File: config.mk
export PLATFORM = sky130hd
export DESIGN_NAME = stage_sequencer
export DESIGN_NICKNAME = d
export VERILOG_FILES = /design/src/rtl/stage_sequencer_pkg.sv /design/src/rtl/stage_watchdog.sv /design/src/rtl/stage_sequencer.sv
export SDC_FILE = /design/constraint.sdc
export NUM_CORES = 1
export LEC_CHECK = 0
export BUFFER_PORTS_ARGS = -buffer_cell sky130_fd_sc_hd__buf_2
export CAP_MARGIN = 10
export CORE_ASPECT_RATIO = 0.9
export CORE_MARGIN = 3
export CORE_UTILIZATION = 24
export DETAILED_ROUTE_END_ITERATION = 8
export SYNTH_ARGS = -nofsm -noshare
export SYNTH_HDL_FRONTEND = slang
export SYNTH_SLANG_ARGS = --single-unit
export TNS_END_PERCENT = 30
File: constraint.sdc
create_clock -name clk -period 2.6 [get_ports clk]
set_clock_uncertainty 0.2 [all_clocks]
set_input_delay 0.52 -clock clk [delete_from_list [all_inputs] [get_ports clk]]
set_output_delay 0.52 -clock clk [all_outputs]
set_load 0.01 [all_outputs]
File: src/rtl/stage_sequencer_pkg.sv
// Shared constants for the multi-cycle CPU stage sequencer: state encodings,
// stage count, default counter width and the state-to-valid decode.
package stage_sequencer_pkg;

  localparam int NUM_STAGES    = 5;
  localparam int DEFAULT_CNT_W = 32;

  localparam logic [2:0] ST_IDLE = 3'd0;
  localparam logic [2:0] ST_IF   = 3'd1;
  localparam logic [2:0] ST_ID   = 3'd2;
  localparam logic [2:0] ST_EXE  = 3'd3;
  localparam logic [2:0] ST_MEM  = 3'd4;
  localparam logic [2:0] ST_WB   = 3'd5;

  // Bit order is {WB, MEM, EXE, ID, IF}; IDLE and illegal codes give all zeros.
  function automatic logic [NUM_STAGES-1:0] validOneHot(input logic [2:0] st);
    logic [NUM_STAGES-1:0] v;
    v = '0;
    case (st)
      ST_IF:   v = 5'b00001;
      ST_ID:   v = 5'b00010;
      ST_EXE:  v = 5'b00100;
      ST_MEM:  v = 5'b01000;
      ST_WB:   v = 5'b10000;
      default: v = '0;
    endcase
    return v;
  endfunction

endpackage

File: src/rtl/stage_watchdog.sv
// Per-state cycle counter with a sticky hang flag; fires once a stage has held
// its valid for TIMEOUT cycles. Only instantiated under STAGE_TIMEOUT_EN.
module stage_watchdog
  import stage_sequencer_pkg::*;
#(
  parameter int TIMEOUT = 16
) (
  input  logic       clk,
  input  logic       resetn,
  input  logic [2:0] i_state,
  output logic       o_timeout,
  output logic       o_hang
);

  localparam int CW = $clog2(TIMEOUT + 1);

  logic [2:0]    r_prevState;
  logic [CW-1:0] r_cnt;
  logic          r_hang;
  logic [CW-1:0] w_held;
  logic          w_fire;

  // w_held is the number of earlier cycles spent in the present state.
  assign w_held = (i_state == r_prevState) ? r_cnt : '0;
  assign w_fire = (i_state != ST_IDLE) && !r_hang && (w_held == CW'(TIMEOUT));

  always_ff @(posedge clk) begin
    if (!resetn) begin
      r_prevState <= ST_IDLE;
      r_cnt       <= '0;
      r_hang      <= 1'b0;
    end else begin
      r_prevState <= i_state;
      r_hang      <= r_hang | w_fire;
      if (w_held != CW'(TIMEOUT))
        r_cnt <= w_held + CW'(1);
      else
        r_cnt <= w_held;
    end
  end

  assign o_timeout = w_fire;
  assign o_hang    = r_hang;

endmodule

File: src/rtl/stage_sequencer.sv
// Control FSM of the multi-cycle CPU: one-hot IF/ID/EXE/MEM/WB valids, next_fetch
// pulse and retired-instruction counter. Define STAGE_TIMEOUT_EN for the stage watchdog.
module stage_sequencer
  import stage_sequencer_pkg::*;
#(
  parameter int CNT_W = DEFAULT_CNT_W
`ifdef STAGE_TIMEOUT_EN
  ,
  parameter int TIMEOUT = 16
`endif
) (
  input  logic             clk,
  input  logic             resetn,
  input  logic             IF_over,
  input  logic             ID_over,
  input  logic             EXE_over,
  input  logic             MEM_over,
  input  logic             WB_over,
  input  logic             cancel,
  output logic             IF_valid,
  output logic             ID_valid,
  output logic             EXE_valid,
  output logic             MEM_valid,
  output logic             WB_valid,
  output logic             next_fetch,
  output logic [2:0]       state,
  output logic [CNT_W-1:0] inst_count
`ifdef STAGE_TIMEOUT_EN
  ,
  output logic             hang
`endif
);

  logic [2:0]            r_state;
  logic [NUM_STAGES-1:0] r_valid;
  logic                  r_nextFetch;
  logic [CNT_W-1:0]      r_instCount;

  logic [2:0] w_nextState;
  logic       w_nextFetch;
  logic       w_retire;
  logic       w_stageOver;
  logic       w_timeout;
  logic       w_hold;

`ifdef STAGE_TIMEOUT_EN
  stage_watchdog #(
    .TIMEOUT (TIMEOUT)
  ) u_watchdog (
    .clk       (clk),
    .resetn    (resetn),
    .i_state   (r_state),
    .o_timeout (w_timeout),
    .o_hang    (w_hold)
  );
  assign hang = w_hold;
`else
  assign w_timeout = 1'b0;
  assign w_hold    = 1'b0;
`endif

  // Only the active stage's over is looked at, so a lagging IF_over is harmless.
  always_comb begin
    w_stageOver = 1'b0;
    case (r_state)
      ST_IF:   w_stageOver = IF_over;
      ST_ID:   w_stageOver = ID_over;
      ST_EXE:  w_stageOver = EXE_over;
      ST_MEM:  w_stageOver = MEM_over;
      ST_WB:   w_stageOver = WB_over;
      default: w_stageOver = 1'b0;
    endcase
  end

  always_comb begin
    w_nextState = r_state;
    w_nextFetch = 1'b0;
    w_retire    = 1'b0;
    if (w_timeout) begin
      w_nextState = ST_IDLE;
    end else if (r_state == ST_IDLE) begin
      if (!w_hold)
        w_nextState = ST_IF;
    end else if (r_state > ST_WB) begin
      w_nextState = ST_IDLE;
    end else if (cancel) begin
      w_nextState = ST_IF;
      w_nextFetch = 1'b1;
    end else if (w_stageOver) begin
      if (r_state == ST_WB) begin
        w_nextState = ST_IF;
        w_nextFetch = 1'b1;
        w_retire    = 1'b1;
      end else begin
        w_nextState = r_state + 3'd1;
      end
    end
  end

  always_ff @(posedge clk) begin
    if (!resetn) begin
      r_state     <= ST_IDLE;
      r_valid     <= '0;
      r_nextFetch <= 1'b0;
      r_instCount <= '0;
    end else begin
      r_state     <= w_nextState;
      r_valid     <= validOneHot(w_nextState);
      r_nextFetch <= w_nextFetch;
      if (w_retire)
        r_instCount <= r_instCount + CNT_W'(1);
    end
  end

  assign IF_valid   = r_valid[0];
  assign ID_valid   = r_valid[1];
  assign EXE_valid  = r_valid[2];
  assign MEM_valid  = r_valid[3];
  assign WB_valid   = r_valid[4];
  assign next_fetch = r_nextFetch;
  assign state      = r_state;
  assign inst_count = r_instCount;

endmodule

# After elaboration in Yosys (flattened, before gate mapping)

Index checks and enable logic that the tools add are counted.

Register bits after elaboration: 41
Bits of input ports: 8
Output and inout bits: 41
Word-level logic and storage cells: 33

Add/subtract/negate cells: 2
$lt $le $gt $ge: 1
Eq/ne operators: 10
Muxes and demuxes: 13
Bitwise logic cells: 1
Reduce and logical (&&, ||, !) cells: 2

Operator list:

| cell                  | count |
|---|---|
| $add 32x1->32 const B | 1 |
| $pmux 5 s5            | 1 |
| $mux 3                | 5 |
| $eq 3x2->1 const B    | 4 |
| $eq 3x3->1 const B    | 4 |
| $eq 3x1->1 const B    | 2 |
| $mux 1                | 6 |
| $pmux 1 s5            | 1 |
| $add 3x1->3 const B   | 1 |
| $gt 3x3->1 const B    | 1 |
| $logic_not 3->1       | 1 |
| $reduce_or 3->1       | 1 |
| $not 1->1             | 1 |

# Longest topological paths before layout

Gate-level depths: netlist of the first run.

Depth in word-level cells: 8
Mapped depth: 9
Gate-level depth less buffers: 7

# Worst setup path before layout of the first run

No wires, ideal clock.

Path kind: register to register
Start point: register r_state[1] (netlist: state[1])
End point: register r_instCount[21] (netlist: inst_count[21])
Library setup time: 70 ps
Data arrival time: 2361 ps
Required time: 2330 ps
Path slack: -31 ps
Stages on the path, launching flop included: 10
Period minus slack after synthesis: 2631 ps
Cells stage by stage: dfxtp_1 buf_6 and2_1 ha_1 nand2_1 o2111a_1 or4_4 buf_6 or4_1 a21oi_1

Cells in the longest elaborated chain, start to end: 6
Elaborated cells between the ends (all ways): 13
Those cells by class: 1 x order compare; 5 x eq/ne; 6 x mux; 1 x reduce/logical

Ends and longest elaborated chain:

| item                                 | line                                         | source |
|---|---|---|
| start, declared                      | stage_sequencer.sv:34                        | `logic [2:0] r_state;` |
| start signal, assigned               | stage_sequencer.sv:107                       | `r_state <= w_nextState;` |
| $eq 3x3->1 (tied with other cells)   | stage_sequencer.sv:65, stage_sequencer.sv:90 |  |
| $pmux 1 s5 or $mux 1 (tied branches) | stage_sequencer.sv:65, stage_sequencer.sv:90 |  |
| $mux 1                               | stage_sequencer.sv:89                        | `end else if (w_stageOver) begin` |
| $mux 1                               | stage_sequencer.sv:86                        | `end else if (cancel) begin` |
| $mux 1                               | stage_sequencer.sv:84                        | `end else if (r_state > ST_WB) begin` |
| $mux 1 *                             | stage_sequencer.sv:81                        | `end else if (r_state == ST_IDLE) begin` |
| end signal, assigned                 | stage_sequencer.sv:111                       | `r_instCount <= r_instCount + CNT_W'(1);` |
| end, declared                        | stage_sequencer.sv:37                        | `logic [CNT_W-1:0] r_instCount;` |

Mark *: on every way between the ends. The rest lies on a longest branch, timed or not.
A chain may end at the register's enable or synchronous reset.

# Final worst setup path of the first run

Start point: register r_state[2] (netlist: state[2])
End point: register r_instCount[25] (netlist: inst_count[25])

Same word-level chain as after synthesis.

==> reports/results.ini, run 1 <==
[grt]
grt_overflow_total=0
grt_pass1_wl_um=9200
grt_use_total_pct=12.3
grt_pass1_vias=1906
grt_antenna_before_repair=0
grt_max_degree=29

[worst_setup_path]
worstPathRequired_ns=2.63
r2r_cells=7
reg2reg_from=state[2]$_SDFF_PN0_
cp_max_fo=13
worstPathArrival_ns=2.52
start_kind=register
critPathCaptureType=register
critPathLaunch=state[2]$_SDFF_PN0_
criticalPathCategory=register to register

[logic_synthesis]
synth_mux_area_share_pct=0.490
ys_ff_latch=41
synth_top_area_cell=dfxtp_1
async_flop_share_pct=0
synthTopCellsByArea=dfxtp_1, a21oi_1, or3_1, o21ai_0, nand4_1
synth_ff_type=dfxtp_1
synth_edf_count=0
syn-num-nets=258
synth_compound_area_share_pct=15.9
synth-simple-area-share_pct=32.1
synth.avg_cell_area_um2=8.28
yosysUniqueCellTypes=42
netlist.area_leader.share_pct=40.1
synth-xor-area-share_pct=5.14
syn_inst=247
synth_top_family_by_area=simple AND/OR/NAND/NOR gates
synth_warnings=0
yosysSeqAreaShare_pct=40.1
synthAdderAreaFrac_pct=1.84
syn-cell-area_um2=2040

[timing]
maxSlewHeadroom_pct=76.3
report.final.slew_viol_count=0
timing.final.crit_share_pct=95.9
setup_viol=0
clock.fmax_mhz=401
worst_slew_pin_slew_ns=0.354
period_needed_ns=2.49
hold_ws_ns=0.290
fin_tns_setup_ns=0
rsz0062_at_grt=no
hold_viol_final=0

[pwr]
power.leakage_nw=1.01
ir_drop_mv=0.178
p_total_mw=1.15
p_per_area_nw_per_um2=437

[cts]
hold_buffers=0
cts_num_sinks=41
clock_latency_ns=0.30
clk_pin_slew_ns=0.08
clk_path_buf_depth=2
clockRootBuffer=clkbuf_8
cts_resized=0
cts_tree=yes
cts.htree.levels=2
cts_buffers=5
post_cts_buffers=0

[worst_hold_path]
min_from=inst_count[31]$_SDFFE_PN0P_
worstHoldPathCells=2
holdCritPathClass=register to register

[layout]
final_core_util_pct=32.2
nets=323
fin_area_um2=2630
antennaDiodeCount=0
synthToLayoutAreaGrowth_pct=28.7
final_layout_size_suffix_gt1_share_pct=26.6
most-common-layout-cells=buf_2, dfxtp_1, a21oi_1, buf_4, nand2_1
final_common_cell=buf_2

[routing]
dr_total_vias=2046
route.detailed.drc=0
ant_nets=0
drt_iter0_drc=69
wl_per_cell_um=13.4
viasPerCell=4.79
drt_first_pass_iters=4
wirelength_um=5720

[die]
initial_core_util_pct=25.0
die_y_um=93.6
dieArea_um2=9660
ios=49
die-width_um=103
coreArea_um2=8180
rows=31

[place]
dp_hpwl_um=4310
port_buffers=48
place_area_um2=2540
gp_congestion=0.825

[flow_run]
maxCapViolCount=0

[status]
run_status=finished clean

-- cell type report --
type	instances	area (um^2)
clock buffers	7	86.3
fillers	933	5550
inverters	7	26.3
multi-input cells	188	1140
flip-flops and latches	41	827
well taps	115	144
repair buffers	69	410
-- cells in the mapped netlist, drive strengths merged (3+ instances only) --
cell type / n
nand3b: 3
or3: 15
nor2: 16
nor3: 7
o21ai: 19
and4: 3
nor3b: 4
nand4: 14
nand2: 20
clkbuf: 6
or4: 3
and3: 5
a21oi: 22
dfxtp: 41
and2: 4
xnor2: 10
nand3: 7
nor4: 7
inv: 7
ha: 3
buf: 5
-- path summary, 6_finish.rpt --
kind              slack [ns]                          end
setup / recovery        0.11  inst_count[25]$_SDFFE_PN0P_
hold / removal          0.29  inst_count[31]$_SDFFE_PN0P_
setup reg to reg        0.11  inst_count[25]$_SDFFE_PN0P_
hold reg to reg         0.29  inst_count[31]$_SDFFE_PN0P_
-- sequential cells by signal, indices dropped and copies added, names as in the netlist --
signal and flops:
next_fetch 1, inst_count 32, state 3, r_valid 5
-- metal layers --
metal  vias to the layer above  routed length (um)  GRT usage [%]  part of all wire (%)
met5                         -                   0              0                     0
met4                         0                  69           3.88                   1.2
met3                         8                 331           2.91                   5.8
met2                        47                2400           18.0                    42
met1                       947                2920           17.5                    51
li1                       1044                   -              -                     -
-- cells by family (layout without fill, tap and decap cells) --
logic type	after synthesis	after routing
XOR/XNOR	12	12
AND/OR/NAND/NOR	116	116
adder cells (fa/ha/maj)	3	3
buffers and inverters	18	83
flip-flops	41	41
multiplexers	1	1
AO/OA/AOI/OAI	56	56
-- critical path, stage by stage (launching register included) --
cell	delay, ns
dfxtp_2	0.39
ha_1	0.21
nor2_1	0.23
o21ai_1	0.15
or4_4	0.59
buf_12	0.17
or3_1	0.34
a21oi_1	0.15
-- stage by stage --
stage	setup slack, ns	instances
floorplan	0.0446	247
global placement	0.113	420
detailed placement	0.0444	420
CTS	0.0233	427
global route	0.0400	427
finish	0.108	427
-- power breakdown --
group          switching [mW]  internal [mW]
logic                  0.0508         0.0312
clock network           0.223          0.211
registers             0.00213          0.631
(Power assumes the default switching activity.)
==> inputs of run 2 (changes only) <==
--- a/config.mk
+++ b/config.mk
@@ -11,4 +11,5 @@
 export CORE_MARGIN = 3
 export CORE_UTILIZATION = 24
+export CTS_BUF_LIST = sky130_fd_sc_hd__clkbuf_2 sky130_fd_sc_hd__clkbuf_4 sky130_fd_sc_hd__clkbuf_8
 export DETAILED_ROUTE_END_ITERATION = 8
 export SYNTH_ARGS = -nofsm -noshare
==> constraint.sdc (replaced) <==
create_clock -name clk -period 2.6 [get_ports clk]
set_clock_uncertainty 0.2 [all_clocks]
set_input_delay 0.52 -clock clk [delete_from_list [all_inputs] [get_ports clk]]
set_output_delay 0.52 -clock clk [all_outputs]
set_load 0.05 [all_outputs]
==> reports/results.ini, run 2 (same netlist as run 1, synthesis figures left out) <==
[flow_run]
maxCapViolCount=0  ; unchanged

[worst_setup_path]
worstPathArrival_ns=2.52  ; about the same
worst-path-buf-inv=0  ; -1
cp_cell_sequence=and2_4 -> ha_4 -> nand2_2 -> o2111a_2 -> or4_4 -> or4_1 -> a21oi_2
crit_slowest_cell=or4_4
crit_family=simple AND/OR/NAND/NOR gates
critPathCaptureType=register
r2r_cells=7  ; unchanged
start_kind=register
cp_max_fo=15  ; +2
criticalPathCategory=register to register
rrSetupSlack_ns=0.11  ; about the same
slowest_delay_ns=0.59  ; about the same
worstPathRequired_ns=2.63  ; about the same
r2r_end=inst_count[21]$_SDFFE_PN0P_
reg2reg_from=state[1]$_SDFF_PN0_

[place]
port_buffers=48  ; unchanged
dp_hpwl_um=4260  ; -1.2%
gp_congestion=0.798  ; -3.3%
dp_slack_ns=0.0567  ; +0.0123 ns

[timing]
rsz0062_at_grt=no
worst_slew_pin_slew_ns=0.505  ; +0.151 ns
report.final.slew_viol_count=0  ; unchanged
clock.fmax_mhz=402  ; +0.14%
hold_viol_final=0  ; unchanged
timing.final.crit_share_pct=95.7  ; -0.14 points
setup_viol=0  ; unchanged
setup_slack_ns=0.111  ; +0.00353 ns
maxSlewHeadroom_pct=66.3  ; -10 points
period_needed_ns=2.49  ; -0.00353 ns
fin_tns_setup_ns=0  ; unchanged

[grt]
grt_max_degree=21  ; -28%
grt_overflow_total=0  ; unchanged
grt_pass1_wl_um=9180  ; -0.15%
grt_antenna_before_repair=0  ; unchanged
grt_pass1_vias=1974  ; +3.6%
grt_use_total_pct=11.8  ; -0.42 points

[die]
dieArea_um2=9660  ; unchanged
die_y_um=93.6  ; unchanged
ios=49  ; unchanged
die-width_um=103  ; unchanged
rows=31  ; unchanged
initial_core_util_pct=25.0  ; unchanged
coreArea_um2=8180  ; unchanged

[layout]
most-common-layout-cells=buf_2, dfxtp_1, a21oi_1, nand2_1, o21ai_0
nets=318  ; -1.5%
largest_register_ffs=32  ; unchanged
synthToLayoutAreaGrowth_pct=28.7  ; unchanged
antennaDiodeCount=0  ; unchanged
final_layout_size_suffix_gt1_share_pct=27.3  ; +0.67 points
final_common_cell=buf_2

[status]
run_status=finished clean

[cts]
post_cts_buffers=0  ; unchanged
clock_latency_ns=0.30  ; about the same
clk_pin_slew_ns=0.09  ; about the same
cts_num_sinks=41  ; unchanged
clockRootBuffer=clkbuf_8
cts_buffers=5  ; unchanged
cts_tree=yes
cts.htree.levels=2  ; unchanged
hold_buffers=0  ; unchanged
cts_resized=0  ; unchanged
clk_path_buf_depth=2  ; unchanged

[pwr]
power.leakage_nw=0.978  ; -3.2%
p_per_area_nw_per_um2=446  ; +2.2%
p_total_mw=1.17  ; +2.2%
p_int_uw=858  ; -1.7%
p_switching_uw=316  ; +15%
combPwrFrac_pct=8.2  ; +1.1 points
swShare_pct=26.9  ; +2.9 points
ir_drop_mv=0.170  ; -4.6%
clockPowerShare_pct=37.6  ; about the same
seqPwrFrac_pct=54.1  ; -1.0 points

[routing]
drt_first_pass_iters=4  ; unchanged
ant_nets=0  ; unchanged
drt_iter0_drc=119  ; +72%
wl_per_cell_um=14.0  ; +4.2%
wirelength_um=5900  ; +3.2%
route.detailed.drc=0  ; unchanged
viasPerCell=4.96  ; +3.5%
dr_total_vias=2098  ; +2.5%

[worst_hold_path]
worstHoldPathCells=2  ; unchanged
min_from=inst_count[31]$_SDFFE_PN0P_
holdCritPathClass=register to register
holdPathEnd=inst_count[31]$_SDFFE_PN0P_

==> run 2: area by class of cell <==
| type | instances | area (um^2) |
|---|---|---|
| fill | 901 | 5550 |
| multi-input combinational | 190 | 1180 |
| clock buffer | 5 | 68.8 |
| inverter | 7 | 26.3 |
| timing repair buffer | 62 | 358 |
| sequential | 41 | 830 |
| tap | 115 | 144 |
| clock inverter | 3 | 25.0 |
==> run 2: worst max path at each step <==
| stage | startpoint | endpoint | slack (ns) | cells past startpoint |
|---|---|---|---|---|
| 6_report | state[1]$_SDFF_PN0_ | inst_count[21]$_SDFFE_PN0P_ | 0.11 | 7 |
| 5_1_grt | state[1]$_SDFF_PN0_ | inst_count[21]$_SDFFE_PN0P_ | 0.03 | 7 |
| 4_1_cts | state[1]$_SDFF_PN0_ | inst_count[21]$_SDFFE_PN0P_ | 0.06 | 7 |
| 3_5_place_dp | IF_over | inst_count[21]$_SDFFE_PN0P_ | 0.06 | 6 |
| 3_3_place_gp | IF_over | inst_count[21]$_SDFFE_PN0P_ | 0.1 | 6 |
| 2_1_floorplan | state[1]$_SDFF_PN0_ | inst_count[21]$_SDFFE_PN0P_ | 0.03 | 9 |
==> run 2: tightest hold or removal path: stages, from the launching register on <==
cell,delay (ns)
dfxtp_1,0.32
o21ai_0,0.06
a21oi_1,0.05
==> run 2: stage by stage <==
stage	instances	util [%]	hold slack [ns]	area, um^2
after floorplan	247	-	0.442	2080
after global placement	413	30.7	0.266	2510
after detailed placement	413	30.7	0.277	2510
after CTS	421	31.8	0.291	2600
after global routing	423	32.2	0.338	2630
final	423	32.2	0.282	2630
==> run 2: power groups by stage <==
stage | Sequential, mW | Clock, mW | Combinational, mW
final | 0.635 | 0.442 | 0.0969
after global routing | 0.636 | 0.483 | 0.104
after floorplan | 0.664 | 0 | 0.0470
after detailed placement | 0.650 | 0 | 0.0943
after global placement | 0.650 | 0 | 0.0928
after CTS | 0.635 | 0.462 | 0.0944
==> run 2: per-layer routing <==
layer | track usage (%) | up-vias | wire length, um
met5 | 0 | - | 0
met4 | 3.24 | 0 | 53
li1 | - | 1040 | -
met3 | 3.28 | 8 | 364
met2 | 18.3 | 59 | 2570
met1 | 16.1 | 991 | 2910
==> inputs of run 3 (changes only) <==
clock period = 2.7 ns   (was 2.6 ns; I/O delays follow)
==> reports/results.ini, run 3 (same netlist as run 1, synthesis figures left out) <==
[cts]
cts.htree.levels=2  ; unchanged
clock_latency_ns=0.30  ; about the same
cts_buffers=5  ; unchanged
clockRootBuffer=clkbuf_8
post_cts_buffers=0  ; unchanged
cts_num_sinks=41  ; unchanged
cts_tree=yes
clk_pin_slew_ns=0.08  ; about the same
hold_buffers=0  ; unchanged
cts_resized=0  ; unchanged
clk_path_buf_depth=2  ; unchanged

[grt]
grt_use_total_pct=11.4  ; -0.48 points
grt_pass1_wl_um=8690  ; -5.3%
grt_pass1_vias=1824  ; -7.6%
grt_antenna_before_repair=0  ; unchanged
grt_max_degree=30  ; +43%
grt_overflow_total=0  ; unchanged

[routing]
drt_first_pass_iters=4  ; unchanged
drt_iter0_drc=71  ; -40%
wl_per_cell_um=13.0  ; -6.7%
dr_total_vias=2025  ; -3.5%
ant_nets=0  ; unchanged
viasPerCell=4.83  ; -2.6%
wirelength_um=5450  ; -7.6%
route.detailed.drc=0  ; unchanged

[worst_setup_path]
worstPathRequired_ns=2.74  ; +0.11 ns
worstPathArrival_ns=2.58  ; +0.06 ns
cp_cell_sequence=ha_1 -> o21a_1 -> o21ai_1 -> or4_4 -> or4_1 -> a21oi_1
criticalPathCategory=register to register
rrSetupSlack_ns=0.16  ; +0.05 ns
start_kind=register
cp_max_fo=20  ; +5
slowest_delay_ns=0.63  ; +0.04 ns
reg2reg_from=state[1]$_SDFF_PN0_
r2r_cells=6  ; -1
critPathCaptureType=register
crit_slowest_cell=or4_4
r2r_end=inst_count[21]$_SDFFE_PN0P_

[worst_hold_path]
worstHoldPathCells=2  ; unchanged
holdCritPathClass=register to register
holdPathEnd=inst_count[31]$_SDFFE_PN0P_
min_from=inst_count[31]$_SDFFE_PN0P_

[pwr]
p_per_area_nw_per_um2=431  ; -3.4%
ir_drop_mv=0.170  ; -0.36%
power.leakage_nw=0.957  ; -2.2%

[die]
coreArea_um2=8180  ; unchanged
die_y_um=93.6  ; unchanged
dieArea_um2=9660  ; unchanged
initial_core_util_pct=25.0  ; unchanged
die-width_um=103  ; unchanged
ios=49  ; unchanged
rows=31  ; unchanged

[timing]
clock.fmax_mhz=394  ; -2.0%
maxSlewHeadroom_pct=65.2  ; -1.1 points
rsz0062_at_grt=no
setup_viol=0  ; unchanged
hold_viol_final=0  ; unchanged
fin_tns_setup_ns=0  ; unchanged
report.final.slew_viol_count=0  ; unchanged
timing.final.crit_share_pct=94.1  ; -1.6 points
worst_slew_pin_slew_ns=0.521  ; +0.0163 ns
period_needed_ns=2.54  ; +0.0520 ns

[layout]
most-common-layout-cells=buf_2, dfxtp_1, a21oi_1, nand2_1, o21ai_0
nets=314  ; -1.3%
largest_register_ffs=32  ; unchanged
final_common_cell=buf_2
final_core_util_pct=31.2  ; -0.98 points
antennaDiodeCount=0  ; unchanged
synthToLayoutAreaGrowth_pct=24.8
nFillCells=893  ; -0.89%
final_layout_size_suffix_gt1_share_pct=24.7  ; -2.6 points

[place]
port_buffers=48  ; unchanged
dp_hpwl_um=4070  ; -4.5%
gp_congestion=0.865  ; +8.5%

[flow_run]
maxCapViolCount=0  ; unchanged

[status]
run_status=finished clean

-- run 3: changes by cell type in the layout (fill, tap and decap cells not counted), sizes merged --
cell / change
or4: -2
inv: -1
clkinv: +1
buf: -2
-- run 3: layout make-up --
| cell class | instances | area, um^2 | area share, % |
|---|---|---|---|
| Timing Repair Buffer | 60 | 330 | 12.9 |
| Sequential cell | 41 | 830 | 32.5 |
| Inverter | 7 | 26.3 | 1.03 |
| Clock buffer | 5 | 68.8 | 2.70 |
| Multi-Input combinational cell | 188 | 1130 | 44.5 |
| Tap cell | 115 | 144 | 5.64 |
| Clock inverter | 3 | 17.5 | 0.687 |
-- run 3: worst max-delay path by stage --
| stage | start | end | slack, ns | cells after the start |
|---|---|---|---|---|
| 5_1_grt | state[1]$_SDFF_PN0_ | inst_count[21]$_SDFFE_PN0P_ | 0.03 | 6 |
| 3_3_place_gp | IF_over | inst_count[21]$_SDFFE_PN0P_ | 0.16 | 6 |
| 3_5_place_dp | IF_over | inst_count[21]$_SDFFE_PN0P_ | 0.13 | 6 |
| 2_1_floorplan | state[0]$_SDFF_PN0_ | inst_count[21]$_SDFFE_PN0P_ | 0.01 | 9 |
| 4_1_cts | state[1]$_SDFF_PN0_ | inst_count[21]$_SDFFE_PN0P_ | 0.12 | 7 |
| 6_report | state[1]$_SDFF_PN0_ | inst_count[21]$_SDFFE_PN0P_ | 0.16 | 6 |
-- run 3: routing by layer --
metal	global-route usage, %	routed length [um]	up-vias
met4	3.99	92	0
met3	3.88	319	11
met5	0	0	-
li1	-	-	1031
met2	17.0	2400	47
met1	15.1	2640	936
-- run 3: where the power goes --
part	leakage, nW	internal, mW	switching [mW]	total [mW]
clock	0.0439	0.179	0.227	0.406
sequential	0.333	0.608	0.00548	0.613
combinational	0.580	0.0259	0.0558	0.0817
-- run 3: stage by stage --
| stage | setup WS (ns) | instances | instance area, um^2 | hold WS, ns | total power [mW] |
|---|---|---|---|---|---|
| floorplan | 0.0123 | 247 | 2050 | 0.462 | 0.682 |
| global placement | 0.163 | 411 | 2460 | 0.270 | 0.708 |
| detailed placement | 0.133 | 411 | 2460 | 0.278 | 0.709 |
| CTS | 0.122 | 419 | 2550 | 0.290 | 1.12 |
| global route | 0.0319 | 419 | 2550 | 0.325 | 1.14 |
| finish | 0.159 | 419 | 2550 | 0.289 | 1.10 |
-- run 3: critical path, delay by kind of cell (launching register included) --
| family | cells | cell delay, ns |
|---|---|---|
| flip-flops | 1 | 0.39 |
| AND/OR/NAND/NOR | 2 | 1.12 |
| adder cells (fa/ha/maj) | 1 | 0.37 |
| AO/OA/AOI/OAI | 3 | 0.39 |
